### config.mk
export PLATFORM = sky130hd
export DESIGN_NAME = player_ctrl
export DESIGN_NICKNAME = d
export VERILOG_FILES = /design/src/rtl/player_ctrl.sv
export SDC_FILE = /design/constraint.sdc
export NUM_CORES = 1
export LEC_CHECK = 0
export CORE_MARGIN = 2
export CORE_UTILIZATION = 44
export CTS_CLUSTER_DIAMETER = 60
export CTS_CLUSTER_SIZE = 14
export DETAILED_ROUTE_END_ITERATION = 8
export SYNTH_ARGS = -nofsm -noshare
export SYNTH_HDL_FRONTEND = slang
export SYNTH_SLANG_ARGS = --single-unit
### constraint.sdc
create_clock -name clk -period 5.21 [get_ports clk]
set_input_delay 1.563 -clock clk [delete_from_list [all_inputs] [get_ports clk]]
set_output_delay 1.563 -clock clk [all_outputs]
set_load 0.02 [all_outputs]
### src/rtl/player_ctrl.sv
// Player input controller: turns debounced switch levels into cannon moves
// with hold-to-repeat, a fire request handshake with cooldown, and a start pulse.
module player_ctrl #(
  parameter int unsigned TICK_DIV      = 120000,
  parameter int unsigned REPEAT_DELAY  = 30,
  parameter int unsigned REPEAT_RATE   = 8,
  parameter int unsigned FIRE_COOLDOWN = 25,
  parameter int unsigned X_MAX         = 29,
  parameter int unsigned X_INIT        = 14
) (
  input  logic       clk,
  input  logic       reset,
  input  logic       sw_left,
  input  logic       sw_right,
  input  logic       sw_fire,
  input  logic       sw_start,
  input  logic       game_en,
  input  logic       fire_ack,
  output logic [4:0] player_x,
  output logic       fire_req,
  output logic       start_pulse
);

  localparam int unsigned X_W      = 5;
  localparam int unsigned TICK_W   = $clog2(TICK_DIV + 1);
  localparam int unsigned HOLD_MAX = (REPEAT_DELAY > REPEAT_RATE) ? REPEAT_DELAY : REPEAT_RATE;
  localparam int unsigned HOLD_W   = $clog2(HOLD_MAX + 2);
  localparam int unsigned CD_W     = $clog2(FIRE_COOLDOWN + 2);

  typedef enum logic [1:0] {MV_IDLE, MV_DELAY, MV_REPEAT} mv_state_e;

  logic [TICK_W-1:0] tick_cnt_q, tick_cnt_d;
  logic [3:0]        sw_prev_q, sw_prev_d;
  logic [3:0]        armed_q, armed_d;
  mv_state_e         mv_state_q [2];
  mv_state_e         mv_state_d [2];
  logic [HOLD_W-1:0] hold_q [2];
  logic [HOLD_W-1:0] hold_d [2];
  logic [X_W-1:0]    player_x_q, player_x_d;
  logic              fire_req_q, fire_req_d;
  logic [CD_W-1:0]   cooldown_q, cooldown_d;
  logic              start_pulse_q, start_pulse_d;

  logic [3:0]        sw_vec;
  logic [3:0]        press;
  logic [1:0]        lvl;
  logic [1:0]        step;
  logic [HOLD_W-1:0] hold_inc;
  logic              tick;
  logic              start_press;
  logic              freeze;

  always_comb begin
    sw_vec      = {sw_start, sw_fire, sw_right, sw_left};
    sw_prev_d   = sw_vec;
    // A switch arms once it has been seen released after reset.
    armed_d     = armed_q | ~sw_vec;
    press       = sw_vec & ~sw_prev_q & armed_q;
    lvl         = {sw_right, sw_left} & armed_q[1:0];
    start_press = press[3];

    tick       = (tick_cnt_q == TICK_W'(TICK_DIV - 1));
    tick_cnt_d = tick ? '0 : tick_cnt_q + TICK_W'(1);

    // Moves stop while disabled, while both directions are held, or on start.
    freeze   = !game_en || (lvl[0] && lvl[1]) || start_press;
    step     = '0;
    hold_inc = '0;
    for (int d = 0; d < 2; d++) begin
      mv_state_d[d] = mv_state_q[d];
      hold_d[d]     = hold_q[d];
      hold_inc      = hold_q[d] + HOLD_W'(1);
      if (freeze) begin
        mv_state_d[d] = MV_IDLE;
        hold_d[d]     = '0;
      end else begin
        case (mv_state_q[d])
          MV_IDLE: begin
            if (press[d]) begin
              step[d]       = 1'b1;
              mv_state_d[d] = MV_DELAY;
              hold_d[d]     = '0;
            end
          end
          MV_DELAY: begin
            if (!lvl[d]) begin
              mv_state_d[d] = MV_IDLE;
              hold_d[d]     = '0;
            end else if (tick) begin
              if (hold_inc == HOLD_W'(REPEAT_DELAY)) begin
                step[d]       = 1'b1;
                mv_state_d[d] = MV_REPEAT;
                hold_d[d]     = '0;
              end else begin
                hold_d[d] = hold_inc;
              end
            end
          end
          MV_REPEAT: begin
            if (!lvl[d]) begin
              mv_state_d[d] = MV_IDLE;
              hold_d[d]     = '0;
            end else if (tick) begin
              if (hold_inc == HOLD_W'(REPEAT_RATE)) begin
                step[d]   = 1'b1;
                hold_d[d] = '0;
              end else begin
                hold_d[d] = hold_inc;
              end
            end
          end
          default: begin
            mv_state_d[d] = MV_IDLE;
            hold_d[d]     = '0;
          end
        endcase
      end
    end

    player_x_d = player_x_q;
    if (start_press) begin
      player_x_d = X_W'(X_INIT);
    end else if (step[1] && (player_x_q != X_W'(X_MAX))) begin
      player_x_d = player_x_q + X_W'(1);
    end else if (step[0] && (player_x_q != '0)) begin
      player_x_d = player_x_q - X_W'(1);
    end

    // Fire handshake: request held until acked, then cooldown blocks new presses.
    fire_req_d = fire_req_q;
    cooldown_d = cooldown_q;
    if (start_press) begin
      fire_req_d = 1'b0;
      cooldown_d = '0;
    end else if (fire_req_q && fire_ack) begin
      fire_req_d = 1'b0;
      cooldown_d = CD_W'(FIRE_COOLDOWN);
    end else if (!fire_req_q && (cooldown_q == '0) && press[2] && game_en) begin
      fire_req_d = 1'b1;
    end else if ((cooldown_q != '0) && tick) begin
      cooldown_d = cooldown_q - CD_W'(1);
    end

    start_pulse_d = start_press;
  end

  always_ff @(posedge clk) begin
    if (!reset) begin
      tick_cnt_q    <= '0;
      sw_prev_q     <= '0;
      armed_q       <= '0;
      player_x_q    <= X_W'(X_INIT);
      fire_req_q    <= 1'b0;
      cooldown_q    <= '0;
      start_pulse_q <= 1'b0;
      for (int d = 0; d < 2; d++) begin
        mv_state_q[d] <= MV_IDLE;
        hold_q[d]     <= '0;
      end
    end else begin
      tick_cnt_q    <= tick_cnt_d;
      sw_prev_q     <= sw_prev_d;
      armed_q       <= armed_d;
      player_x_q    <= player_x_d;
      fire_req_q    <= fire_req_d;
      cooldown_q    <= cooldown_d;
      start_pulse_q <= start_pulse_d;
      for (int d = 0; d < 2; d++) begin
        mv_state_q[d] <= mv_state_d[d];
        hold_q[d]     <= hold_d[d];
      end
    end
  end

  assign player_x    = player_x_q;
  assign fire_req    = fire_req_q;
  assign start_pulse = start_pulse_q;

endmodule

==> impl_results.md, run 1 <==
- Vias: 2364
- Design area: 0.00321 mm^2
- Synthesized Nets: 377
- Register bit total from synthesis: 51
- Switching share of power: between 20% and 30%
- Layout Nets: 393
- Data required, critical path: 5420 ps
- Initial Util: 45.5%
- Hold Path Sink: armed_q[3]
- Routed WL: 5.77 mm
- Worst R2R Setup Slack: roughly 2100 ps
- Ports: 15
- Min-delay worst type: reg2reg
- Slowest CP cell: clkdlybuf4s50_1
- Number of nets with antenna violations after routing: 0
- Synth warn: 0
- CTS max path bufs: 2
- Layout cells sized above 1: 6.28%
- Grt ovf: 0
- Max-cap viol count: 0
- Pint: 0.569 mW
- All-layer global routing usage: 16.3%
- GPL Wtd Cong: 0.839
- Final worst setup slack: 960 ps
- Hold slack: 457 ps
- Cell area after synthesis: around 0.0029 mm^2
- R2r endpoint: player_x[4]
- Hold Path Origin: armed_q[3]
- # rows: 29
- Routed wire length per instance: 13.0 um
- Via density: 5.34
- CTS Sinks: 51
- Number of unique standard cell types used by synthesis: 57
- Total Neg Setup Slack: 0 ps
- Clock share of power: 37.4%
- Final Hold Fails: 0
- Worst relative slew slack: between 50% and 60%
- Area growth syn-to-layout: 11.4%
- Leakage: 1.21 nW
- HPWL reported at the end of detailed placement: between 4 and 5 mm
- Die Wd: 85.0 um
- CTS tree: built
- Cts hold-fix bufs: 0
- Reg power frac: 54.4%
- DP Area: 0.00310 mm^2
- Critical path arrival: approximately 4500 ps
- CORE AREA: 0.00635 mm^2
- CTS Root Cell: clkbuf_8
- First-pass GRT wire length: between 9 and 10 mm
- CP startpoint kind: primary input
- Dpl ws: about 670 ps
- Worst-path cell chain: clkdlybuf4s50_1, nand2_1, o211ai_1, a211o_1, a21oi_1, and2_1, inv_1, ha_1, a21o_1, a21oi_1, nor3_1, nand3_1, o311a_1, nand2_1
- Pin count of the biggest net entering global routing: 17
- Drt first pass iters: 4
- Post-synthesis sequential area ratio: 35.4%
- Die ar.: 0.00722 mm^2
- Hold Path Depth: 2
- Switching Power: 0.176 mW
- CP Capture Type: register
- Crit path largest cell delay: 510 ps
- Post-CTS Setup Repair Bufs: 0
- Reg-to-reg critical path startpoint: tick_cnt_q[5]
- Die H: 85.0 um
- Max VDD drop: 0.150 mV
- Worst-path clk slew: 100 ps
- Min Tclk post-route: roughly 4300 ps
- Number of buffers created by CTS: 5
- Slew @ Worst Pin: 645 ps
- Setup-failing EPs final: 0
- Cells after Synth: 349
- Clk Latency, worst-skew pair: 300 ps
- Initial antenna violation count: 0
- Power share of the combinational group: 8.2%
- Final Skew: 14.5 ps
- Critical path type: in2reg
- Status: finished clean
- Primary FF master, synth: dfxtp_1
- RSZ-0062 raised after global routing: false
- Diode count: 0
- CTS resizes: 0
- Number of global-route vias before repair: 2213
- Worst r2r path cells: 12
- Highest clock rate: between 200 and 250 MHz
- CP max FO: 6
- # DRC: 0
- Slew Limit Fails: 0
- Port bufs: 14
- H-tree depth: 2
- Synth Area per Inst: 8.27 um^2
- DR iter-0 viols: between 80 and 90
- Ys async rst share: 0%
- Fin crit share: 81.6%
- EDFF count, synth: 0
- Power Dens Cells: 232 mW/mm^2
==> per-layer routing <==
layer / part of all wire (%) / global-route usage (%) / vias to the layer above
li1: - / - / 1262
met1: 50 / 21.1 / 1080
met2: 47 / 27.9 / 17
met3: 1.9 / 2.63 / 5
met4: 0.94 / 4.76 / 0
met5: 0 / 0 / -
==> worst max-delay path by stage <==
stage | start | to | cells after the start
after floorplan | sw_right | player_x[4] | 13
final | sw_right | player_x[4] | 14
after detailed placement | sw_right | player_x[4] | 14
after global placement | sw_right | player_x[4] | 14
after global routing | sw_right | player_x[4] | 14
after CTS | sw_right | player_x[4] | 14
==> cell usage after synthesis (5+ instances only) <==
library cell  number  area (um^2)
a21oi_1           26          130
and2_1             8         50.1
and3_1             8         50.1
dfxtp_1           51         1020
ha_1              19          238
inv_1             21         78.8
nand2_1           35          131
nand3_1           18         90.1
nand4_1            5         31.3
nor2_1            44          165
nor3_1             6         30.0
nor4_1             5         31.3
o211ai_1           7         52.6
o21ai_0           10         50.1
xnor2_1            7         61.3
xor2_1            16          140
==> registers in the layout, summed over array words and instances, names as in the netlist <==
register / count
start_pulse: 1
hold_q: 10
tick_cnt_q: 17
armed_q: 4
fire_req: 1
mv_state_q: 4
player_x: 5
cooldown_q: 5
sw_prev_q: 4
==> power groups by stage <==
stage	clock network, mW	registers [mW]	logic (mW)
floorplan	0	0.415	0.0367
detailed placement	0	0.414	0.0612
global route	0.298	0.407	0.0684
finish	0.279	0.405	0.0609
CTS	0.287	0.405	0.0615
global placement	0	0.414	0.0606
==> stage by stage <==
| step | total power [mW] | instances | util, % |
|---|---|---|---|
| 4_1_cts | 0.754 | 443 | 50.6 |
| 3_5_place_dp | 0.475 | 435 | 48.9 |
| 6_report | 0.745 | 443 | 50.6 |
| 5_1_grt | 0.773 | 443 | 50.6 |
| 3_3_place_gp | 0.475 | 435 | 48.9 |
| 2_1_floorplan | 0.452 | 349 | - |
==> final cells by class <==
type,count,area (um^2)
Timing Repair Buffer,15,148
Clock inverter,2,38.8
Clock buffer,6,72.6
Sequential cell,51,1020
Inverter,21,78.8
Fill cell,617,3140
Tap cell,77,96.3
Multi-Input combinational cell,271,1760
==> worst max-delay path: cells and delay by family <==
kind | cells | cell delay, ps
AND/OR/NAND/NOR | 5 | 680
adder cells (fa/ha/maj) | 1 | 300
AO/OA/AOI/OAI | 6 | 1270
buffers and inverters | 2 | 630
==> cells in the final DEF, fill, tap and decap left out, types with 4 or more instances in the layout <==
cell type        instances
a21oi_1                 26
and2_1                   8
and3_1                   8
clkbuf_8                 5
clkdlybuf4s50_1         14
dfxtp_1                 51
ha_1                    19
inv_1                   21
mux2i_1                  4
nand2_1                 35
nand3_1                 18
nand4_1                  5
nand4b_1                 4
nor2_1                  44
nor3_1                   6
nor4_1                   5
o211ai_1                 7
o21ai_0                 10
xnor2_1                  7
xor2_1                  16
==> cells by family after synthesis <==
family	Yosys count	share of synthesized area, %
and+or+nand+nor	158	28.6
AOI/OAI and AO/OA	64	14.3
DFF	51	35.4
buffers and inverters	27	3.68
xor gates and xnor gates	23	6.98
adders and majority gates	20	8.93
muxes	6	2.17
Power figures use the tool's default switching activity.
==> run 2, diff against run 1 <==
==> constraint.sdc (replaced) <==
create_clock -name clk -period 3.45 [get_ports clk]
set_input_delay 1.035 -clock clk [delete_from_list [all_inputs] [get_ports clk]]
set_output_delay 1.035 -clock clk [all_outputs]
set_load 0.02 [all_outputs]
==> run 2 against run 1 <==
Effect of this change: sequential share of layout area down 1.2 points; power increased by 45%; first-iteration DRC count is 6.8% higher; count of clock-buffer cells in the layout is 1 lower; clock skew shrank 10 ps; critical path depth unchanged; worst setup slack got worse by 780 ps; largest power group unchanged; cell count increased by 3.8%; sequential cell count did not move.
==> impl_results.md, run 2 (synthesized netlist as in run 1, its figures left out) <==
- Status: finished clean
- Area growth syn-to-layout: 15.6%
- Critical path type: in2reg
- Drt first pass iters: 4
- Critical Path Source: sw_start
- CP Capture Type: register
- Die H: 85.0 um
- Max reg flops: 17
- R2r endpoint: player_x[4]
- Final core utilization: between 50% and 60%
- Worst-path clk slew: 100 ps
- Vias: 2436
- Most frequent cells in the layout: dfxtp_1 (51), nor2_1 (44), nand2_1 (34)
- Hold slack: 458 ps
- Setup-failing EPs final: 0
- First-pass GRT wire length: between 10 and 15 mm
- Leakage: 1.29 nW
- Data required, critical path: around 3700 ps
- Hold Path Depth: 2
- Max VDD drop: between 0.2 and 0.25 mV
- Cts hold-fix bufs: 0
- Fill cells: 619
- Routed WL: between 5 and 6 mm
- Sequential Area: ~0.0010 mm^2
- # rows: 29
- H-tree depth: 2
- Number of global-route vias before repair: 2313
- # DRC: 0
- Area occupied by multi-input gates: 0.00177 mm^2
- Top flop regs: tick_cnt_q x17, hold_q x10
- Grt ovf: 0
- Min-delay worst type: reg2reg
- Clk Latency, worst-skew pair: 300 ps
- Layout Nets: 410
- Number of nets with antenna violations after routing: 0
- All-layer global routing usage: 17.3%
- Final Hold Fails: 0
- Die ar.: 0.00722 mm^2
- CP max FO: 4
- Number of buffers created by CTS: 5
- Worst relative slew slack: 54.4%
- Hold Path Origin: armed_q[3]
- Ports: 15
- Die Wd: 85.0 um
- Port bufs: 14
- Commonest non-fill, non-tap cell in the layout: dfxtp_1
- Critical path arrival: 3480 ps
- CP startpoint kind: primary input
- GPL Wtd Cong: 0.868
- Layout cells sized above 1: 11.5%
- Diode count: 0
- Initial Util: 45.5%
- Pin count of the biggest net entering global routing: 19
- Routed wire length per instance: approximately 13 um
- RSZ-0062 raised after global routing: false
- CORE AREA: 0.00635 mm^2
- CTS Sinks: 51
- HPWL reported at the end of detailed placement: 4.44 mm
- Fin crit share: a little over nine tenths
- DR iter-0 viols: 94
- Final Skew: 4.01 ps
- CTS tree: built
- Initial antenna violation count: 0
- CTS Root Cell: clkbuf_8
- Reg with most FFs: tick_cnt_q
- CTS max path bufs: 2
- Highest clock rate: 306 MHz
- Slew @ Worst Pin: roughly 680 ps
- Worst R2R Setup Slack: 690 ps
- Via density: 5.30
- Critical path destination: player_x[4]
- Power Dens Cells: 324 mW/mm^2
- Max-cap viol count: 0
- Min Tclk post-route: 3270 ps
- Worst r2r path cells: 12
- Slew Limit Fails: 0
- Reg-to-reg critical path startpoint: tick_cnt_q[5]
## run 2: changes by cell type in the layout (fill, tap and decap cells not counted), sizes merged
| cell | previous run | this run |
|---|---|---|
| buf | 1 | 18 |
| clkinv | 0 | 1 |
| bufinv | 1 | 0 |
| clkbuf | 6 | 5 |
| clkinvlp | 0 | 1 |
## run 2: how the worst min path moves through the flow
stage	to	slack, ps
final	armed_q[3]	460
after global placement	tick_cnt_q[0]	440
after detailed placement	tick_cnt_q[0]	440
after CTS	armed_q[3]	460
after global routing	tick_cnt_q[0]	490
after floorplan	tick_cnt_q[0]	420
## run 2: area by class of cell
type	instances	share of cell area [%]
Tap cell	77	2.89
Multi-Input combinational cell	271	53.0
Clock buffer	5	2.06
Sequential cell	51	30.6
Inverter	21	2.36
Timing Repair Buffer	32	8.25
Clock inverter	3	0.825
## run 2: where the power goes
part / leakage (nW) / switching, mW / total [mW] / internal, mW
sequential: 0.414 / 0.0109 / 0.613 / 0.602
combinational: 0.829 / 0.0565 / 0.105 / 0.0488
clock: 0.0463 / 0.216 / 0.365 / 0.149
total: 1.29 / 0.283 / 1.08 / 0.800
## run 2: per-layer routing
| metal | track usage (%) | routed length [um] |
|---|---|---|
| met1 | 23.0 | 3020 |
| met2 | 27.9 | 2620 |
| met3 | 3.50 | 172 |
| met4 | 5.92 | 107 |
| met5 | 0 | 0 |
## run 2: critical path, cell delays in order
cell and delay (ps):
clkdlybuf4s50_1 450, nand3b_1 130, o211ai_1 140, a211o_1 280
a21oi_1 160, and2_1 160, inv_1 80, ha_1 300
a21o_1 190, a21oi_2 200, nor3_1 70, nand3_1 90
o311a_1 150, nand2_1 40
## run 2: per-stage QoR
stage                     TNS (ps)  instances  setup WS [ps]  area [um^2]  power, mW
after global routing             0        460           7.11         3340       1.13
after CTS                        0        460            119         3330       1.10
after detailed placement      -216        452           -216         3230      0.730
after floorplan                  0        349            292         2890      0.683
after global placement        -147        452           -147         3230      0.729
final                            0        460            180         3340       1.08
## run 2: timing repair
item                       4_1_cts  5_1_grt
hold endpoints to repair         0        0
setup buffers                    0        0
setup endpoints to repair        0        1
gates resized for setup          0        3
